**src/rtl/ssd_capture.sv**
```systemverilog
// rtl/ssd_capture.sv - seven-segment capture decoder with stability filter
module ssd_capture #(
    parameter int STABLE_CYCLES = 1000,
    parameter bit HEX_EN        = 1'b1
) (
    input  logic       CLOCK_50,
    input  logic       Clr,
    input  logic [0:6] SSD,
    output logic [3:0] DIGIT,
    output logic       VALID,
    output logic       BLANK,
    output logic       ERR,
    output logic [7:0] ERR_COUNT
);

    localparam int NW = $clog2(STABLE_CYCLES) + 1;
    localparam logic [0:6]    ALL_OFF = 7'b1111111;
    localparam logic [NW-1:0] N_LAST  = NW'(STABLE_CYCLES - 1);

    typedef enum logic {SETTLED, SETTLING} state_t;

    logic [0:6]    r_sync1, r_sync2, r_cand, r_last;
    logic [NW-1:0] r_n;
    state_t        r_state;
    logic [3:0]    r_digit;
    logic          r_valid, r_blank, r_err;
    logic [7:0]    r_err_count;

    state_t        w_next_state;
    logic          w_change, w_accept, w_new_pattern;
    logic          w_hit;
    logic [3:0]    w_value;

    always_ff @(posedge CLOCK_50 or posedge Clr) begin
        if (Clr) begin
            r_sync1 <= ALL_OFF;
            r_sync2 <= ALL_OFF;
        end else begin
            r_sync1 <= SSD;
            r_sync2 <= r_sync1;
        end
    end

    always_ff @(posedge CLOCK_50 or posedge Clr) begin
        if (Clr) r_state <= SETTLED;
        else     r_state <= w_next_state;
    end

    always_comb begin
        w_change     = (r_sync2 != r_cand);
        w_next_state = r_state;
        if (w_change)
            w_next_state = SETTLING;
        else if (r_state == SETTLING && r_n == N_LAST)
            w_next_state = SETTLED;
    end

    always_comb begin
        w_accept      = (r_state == SETTLING) && !w_change && (r_n == N_LAST);
        w_new_pattern = w_accept && (r_cand != r_last);
    end

    // Exact-match decode; letters only exist when HEX_EN is set.
    always_comb begin
        w_hit   = 1'b1;
        w_value = 4'd0;
        case (r_cand)
            7'b0000001: w_value = 4'd0;
            7'b1001111: w_value = 4'd1;
            7'b0010010: w_value = 4'd2;
            7'b0000110: w_value = 4'd3;
            7'b1001100: w_value = 4'd4;
            7'b0100100: w_value = 4'd5;
            7'b0100000: w_value = 4'd6;
            7'b0001111: w_value = 4'd7;
            7'b0000000: w_value = 4'd8;
            7'b0001100: w_value = 4'd9;
            7'b0001000: begin w_value = 4'd10; w_hit = HEX_EN; end
            7'b1100000: begin w_value = 4'd11; w_hit = HEX_EN; end
            7'b0110001: begin w_value = 4'd12; w_hit = HEX_EN; end
            7'b1000010: begin w_value = 4'd13; w_hit = HEX_EN; end
            7'b0110000: begin w_value = 4'd14; w_hit = HEX_EN; end
            7'b0111000: begin w_value = 4'd15; w_hit = HEX_EN; end
            default:    w_hit = 1'b0;
        endcase
    end

    always_ff @(posedge CLOCK_50 or posedge Clr) begin
        if (Clr) begin
            r_cand <= ALL_OFF;
            r_n    <= '0;
        end else if (w_change) begin
            r_cand <= r_sync2;
            r_n    <= NW'(1);
        end else if (r_state == SETTLING && r_n != N_LAST) begin
            r_n    <= r_n + 1'b1;
        end
    end

    // Last-accepted pattern includes unrecognized ones so a held bad pattern errors once.
    always_ff @(posedge CLOCK_50 or posedge Clr) begin
        if (Clr) begin
            r_last      <= ALL_OFF;
            r_digit     <= 4'd0;
            r_valid     <= 1'b0;
            r_blank     <= 1'b1;
            r_err       <= 1'b0;
            r_err_count <= 8'd0;
        end else begin
            r_valid <= 1'b0;
            r_err   <= 1'b0;
            if (w_new_pattern) begin
                r_last <= r_cand;
                if (r_cand == ALL_OFF) begin
                    r_blank <= 1'b1;
                end else if (w_hit) begin
                    r_digit <= w_value;
                    r_valid <= 1'b1;
                    r_blank <= 1'b0;
                end else begin
                    r_err <= 1'b1;
                    if (r_err_count != 8'd255)
                        r_err_count <= r_err_count + 8'd1;
                end
            end
        end
    end

    assign DIGIT     = r_digit;
    assign VALID     = r_valid;
    assign BLANK     = r_blank;
    assign ERR       = r_err;
    assign ERR_COUNT = r_err_count;

endmodule

```
**config.mk**
```make
export PLATFORM = sky130hd
export DESIGN_NAME = ssd_capture
export DESIGN_NICKNAME = d
export VERILOG_FILES = /design/src/rtl/ssd_capture.sv
export SDC_FILE = /design/constraint.sdc
export NUM_CORES = 1
export LEC_CHECK = 0
export BUFFER_PORTS_ARGS = -buffer_cell sky130_fd_sc_hd__buf_2
export CORE_AREA = 5 5 95 97
export CTS_BUF_LIST = sky130_fd_sc_hd__clkbuf_2 sky130_fd_sc_hd__clkbuf_4 sky130_fd_sc_hd__clkbuf_8
export DETAILED_ROUTE_END_ITERATION = 16
export DIE_AREA = 0 0 100 102
export HOLD_SLACK_MARGIN = 0.05
export PLACE_DENSITY = 0.55
export SYNTH_ARGS = -nofsm -noshare
export SYNTH_HDL_FRONTEND = slang
export SYNTH_SLANG_ARGS = --single-unit
```
**constraint.sdc**
```tcl
create_clock -name CLOCK_50 -period 2.5 [get_ports CLOCK_50]
set_input_delay 0.5 -clock CLOCK_50 [delete_from_list [all_inputs] [get_ports CLOCK_50]]
set_output_delay 0.5 -clock CLOCK_50 [all_outputs]
set_load 0.01 [all_outputs]
```
== Yosys cells after proc, flatten, opt, wreduce, memory -nomap -nowiden ==
Cells that the tools add are included.

* Flip-flop bits (word level): 55
* Input bits: 9
* Output and inout bits: 15
* Logic and storage cells: 64

* $add $sub $neg: 2
* Eq/ne operators: 21
* Mux-type cells: 14
* Bitwise logic cells: 2
* Reductions and logical operators: 14

{| class="wikitable"
|+ Operators with widths
! operator !! count
|-
| $pmux W4 S15 || 1
|-
| $eq A7 B6 Y1 const B || 5
|-
| $eq A7 B7 Y1 const B || 5
|-
| $mux W11 || 2
|-
| $eq A7 B4 Y1 const B || 3
|-
| $reduce_or A16 Y1 || 1
|-
| $ne A7 B7 Y1 || 2
|-
| $add A11 B1 Y11 const B || 1
|-
| $eq A11 B10 Y1 const B || 1
|-
| $mux W1 || 11
|-
| $ne A11 B10 Y1 const B || 1
|-
| $add A8 B1 Y8 const B || 1
|-
| $ne A8 B8 Y1 const B || 1
|-
| $eq A7 B1 Y1 const B || 1
|-
| $eq A7 B3 Y1 const B || 1
|-
| $eq A7 B5 Y1 const B || 1
|-
| $logic_not A7 Y1 || 1
|-
| $reduce_bool A2 Y1 || 3
|-
| $logic_and A1 B1 Y1 || 5
|-
| $reduce_and A4 Y1 || 1
|-
| $reduce_and A3 Y1 || 1
|-
| $not A1 Y1 || 2
|-
| $reduce_and A2 Y1 || 1
|-
| $logic_not A1 Y1 || 1
|}

== Logic depth before layout (Yosys ltp) ==
* Word-level depth: 6
* Gate-level depth with buffers: 9
* Mapped depth without buffers: 7

== Worst setup path before layout ==
No wires, ideal clock.

* Kind: register -> register
* From: register r_cand[6] (netlist bit)
* To: register r_err_count[1] (netlist: ERR_COUNT[1])
* Library setup time: 0.128 ns
* Arrival time: 2.207 ns
* Required time: 2.372 ns
* Slack: 0.165 ns
* Cell stages (with the launch flop): 9
* Buffers on the path: 2
* Clock period less this slack: 2.335 ns
* Cells stage by stage: dfstp_2 clkbuf_4 nand2_2 a32oi_2 nand3_2 or4b_4 buf_6 nor3_4 mux2_1

* Cells in the longest elaborated chain, start to end: 6

{| class="wikitable"
|+ Ends and longest elaborated chain
! item !! RTL line !! text
|-
| start: declaration || 22 || <nowiki>logic [0:6] r_sync1, r_sync2, r_cand, r_last;</nowiki>
|-
| start signal: assignment || 93 || <nowiki>r_cand <= r_sync2;</nowiki>
|-
| branches (longest 5 deep; another with $reduce_or A16 Y1) || - ||
|-
| $reduce_and A4 Y1 (no line) (*) || - ||
|-
| end signal: assignment || 123 || <nowiki>r_err_count <= r_err_count + 8'd1;</nowiki>
|-
| end: declaration || 27 || <nowiki>logic [7:0] r_err_count;</nowiki>
|}

Mark *: on every way between the ends.
A chain may end at the register's enable or synchronous reset.

== Worst setup path after layout ==
* From: register r_cand[3] (netlist bit)
* To: register r_err_count[1] (netlist: ERR_COUNT[1])

The elaborated chain is that of the path after synthesis.

==> impl.org <==
** Status
- Outcome :: complete, no violations

** Timing
- Across the routed clock network, the largest skew measured is 0.0122 ns.
- The final critical path takes up 95.3% of the cycle.
- The smallest clock period supported by the final layout is computed as 2.38 ns.
- For the final routed database, the setup TNS stands at 0 ns.
- Number of hold violations in the final report :: 0
- Static timing analysis puts the maximum clock frequency at 420 MHz.
- For the pin with the worst max-slew slack, the measured transition is 0.518 ns.
- Relative slew slack :: 65.2%
- Setup violations remaining at the end of the flow were counted as 0.
- Number of max-slew violations in the final report :: 0

** Synth
- Number of synthesis warnings :: 0
- In this run the cell area of the synthesized design comes to 0.00272 mm2.
- Number of storage elements in the synthesis netlist :: 55
- Ys flop type :: dfstp_2
- Ranked by total cell area, the synthesized netlist is headed by dfstp_2 28%, dfrtp_1 24%, xor2_1 6.8%.
- In this run, distinct cell masters in the synthesized netlist total 50.
- Cell type with the highest aggregate area in the netlist :: dfstp_2
- Post-synth net total :: 251
- After technology mapping, the gate count stands at 240.
- Counting flops with an async set or reset pin after synthesis yields a share of 100%.
- The share of the Yosys chip area taken by registers is 52.0%.
- Counting flops with a built-in enable in the synthesized netlist gives 0.
- Post-synthesis average cell area :: 11.3 um2
- Area share of the largest cell type after synthesis :: 28.1%

** Clocking
- The clock net in this run drives a total of 55 sinks.
- The clock passes through at most 2 buffers.
- After clock tree synthesis, the clock-pin slew on the worst setup and hold paths is 0.11 ns.
- Clock tree root driver cell :: clkbuf_8
- The later pin in the worst-skew pair is clocked with a latency of 0.32 ns.
- Hold-fix buffers, CTS :: 0
- The H-tree generated during clock tree synthesis spans 2 levels.
- TritonCTS built the clock tree.
- Clock buffer count from CTS :: 5

** Drt
- For this block, the initial DRC count from the detailed router was 63.
- Post-detailed-route count of antenna-violating nets :: 0
- The routed design has 4900 um of wire.
- Via density per instance :: 4.78
- In the final routed layout, each cell accounts on average for 13.1 um.
- First-pass DRT Iterations :: 4
- For this run, design rule violations remaining after detail routing come to 0.
- Summing over every cut layer, the via total after detailed routing is 1,793.

** Floorplan
- The die is 100 um wide.
- The floorplan step defined a core boundary enclosing 0.00805 mm2.
- Overall die height :: 102 um
- Starting density of the core :: 33.7%
- Overall die area :: 0.0102 mm2
- During I/O placement, the number of pins put on the boundary was 24.
- Total number of placement rows :: 33

** Placement
- Placed Cells incl. Taps :: 365
- The congestion estimate from routability-driven global placement came to 0.879.
- HPWL reported at the end of detailed placement :: 3570 um
- Count of buffers from port buffering :: 23

** Global routing
- Grt total ovfl :: 0
- Number of antenna violations at the first check in global routing :: 0
- Entering global routing, the biggest net connects 25 pins.
- The first global-routing pass estimated 8380 um of wire.
- The number of global-route vias before repair is 1,754.
- Global routing usage summed across all routing layers :: 10.3%

** Final layout
- Most common cell after layout, fill and taps aside :: dfstp_2
- Net total in the final layout :: 280
- Non-Filler Instances :: 375
- Highest-count cells in the layout ignoring fill and taps :: 28 x dfstp_2, 26 x dfrtp_1, 23 x buf_2
- Final Util :: 38.6%
- Synth-to-layout area growth :: 14.3%
- Share of cells above drive strength 1 :: 39.6%
- 0 antenna diodes ended up in the layout.
- Counting the fill cells in the layout gives 809.

** Min path
- The min-delay analysis places its worst path in the category input port to asynchronous set/reset pin.

** Worst setup path
- The worst setup path is launched from a flop.
- Critical Path Sink Type :: flop
- Required time at the endpoint of the critical path :: 2.70 ns
- Data on the critical path arrives at its endpoint at 2.58 ns.
- The number of cells on the worst reg-to-reg path is 7.
- The critical path is of the flop to flop type.
- Top fanout value on the critical path :: 9

** Job
- Max-cap viol count :: 0

** Power and ir drop
- Summed over all cells, the static leakage comes to 1.35 nW.
- Dividing total power by cell area gives a power density of 508 mW/mm2.
- The worst-case IR drop observed on VDD is 224 uV.
registers in the layout, indices dropped and copies added, names as in the netlist:
register / flops
r_n: 11
ERR_COUNT: 8
r_cand: 7
r_last: 7
r_sync1: 7
r_sync2: 7
DIGIT: 4
BLANK: 1
ERR: 1
VALID: 1
r_state: 1
timing repair:
item,4_1_cts,5_1_grt
buffers inserted,0,2
endpoints found under the hold margin,0,0
gates resized for setup,0,2
endpoints found under the setup margin,0,6
kinds of logic (layout without fill, tap and decap cells):
logic type,Yosys count,after routing,share of synthesized area [%]
flip-flops,55,55,52.0
AO/OA/AOI/OAI,23,23,5.57
buffers and inverters,23,53,4.70
XOR/XNOR,31,31,10.0
adder cells (fa/ha/maj),2,2,0.921
multiplexers,12,12,4.93
AND/OR/NAND/NOR,94,94,21.9
power breakdown:
part           switching, W  total, W  internal [W]
sequential        0.0000217  0.000945      0.000923
combinational     0.0000578  0.000101     0.0000430
clock              0.000320  0.000532      0.000212
metrics by stage:
stage / setup slack, ns / hold WS (ns) / cell area (um2) / total power [W]
detailed placement: 0.0783 / 0.347 / 2980 / 0.00106
finish: 0.118 / 0.216 / 3110 / 0.00158
CTS: 0.0468 / 0.225 / 3080 / 0.00160
floorplan: 0.165 / 0.345 / 2720 / 0.00103
global placement: 0.120 / 0.346 / 2980 / 0.00106
global route: -0.00102 / 0.236 / 3110 / 0.00166
area by class of cell:
cell class / instances / area [um2] / area share, %
Timing Repair Buffer: 40 / 255 / 8.22
Inverter: 5 / 18.8 / 0.604
Sequential cell: 55 / 1420 / 45.6
Tap cell: 105 / 131 / 4.23
Clock buffer: 5 / 68.8 / 2.22
Multi-Input combinational cell: 162 / 1180 / 38.0
Clock inverter: 3 / 33.8 / 1.09
worst max-delay path, stage by stage, from the launching register on:
cell and delay (ns):
dfstp_2 0.62, buf_4 0.18, nor3_1 0.06, a22oi_1 0.21
nand3_2 0.12, or4b_4 0.54, nor3_4 0.21, mux2_1 0.34
worst paths after layout:
kind / slack, ns / end / start
max: 0.12 / ERR_COUNT[1] / r_cand[3]
max reg2reg: 0.12 / ERR_COUNT[1] / r_cand[3]
min in group CLOCK_50: 0.27 / r_sync1[2] / SSD[2]
max in group asynchronous: 1.63 / r_cand[3] / Clr
min reg2reg: 0.36 / r_sync2[1] / r_sync1[1]
min: 0.22 / VALID / Clr
synth_stat cells, types with 3 or more instances:
library cell / count
nor3_2: 5
nor2_1: 21
nand2_1: 10
mux2_2: 10
nand2b_1: 3
inv_1: 5
xnor2_1: 10
nor3_1: 6
clkbuf_1: 8
nor3b_1: 3
dfrtp_1: 26
and3_1: 4
a21oi_1: 3
buf_4: 3
nand4_1: 9
and3b_1: 3
a31oi_1: 3
xor2_1: 21
dfstp_2: 29
o21ai_0: 7
nand3_1: 12
buf_6: 3
layer usage:
metal	vias to the layer above	track usage (%)	wire length, um
li1	887	-	-
met2	39	15.4	2140
met1	858	14.4	2420
met4	0	4.77	123
met3	9	2.25	214
met5	-	0	0
Note: power is estimated with default switching activity, not from simulation.
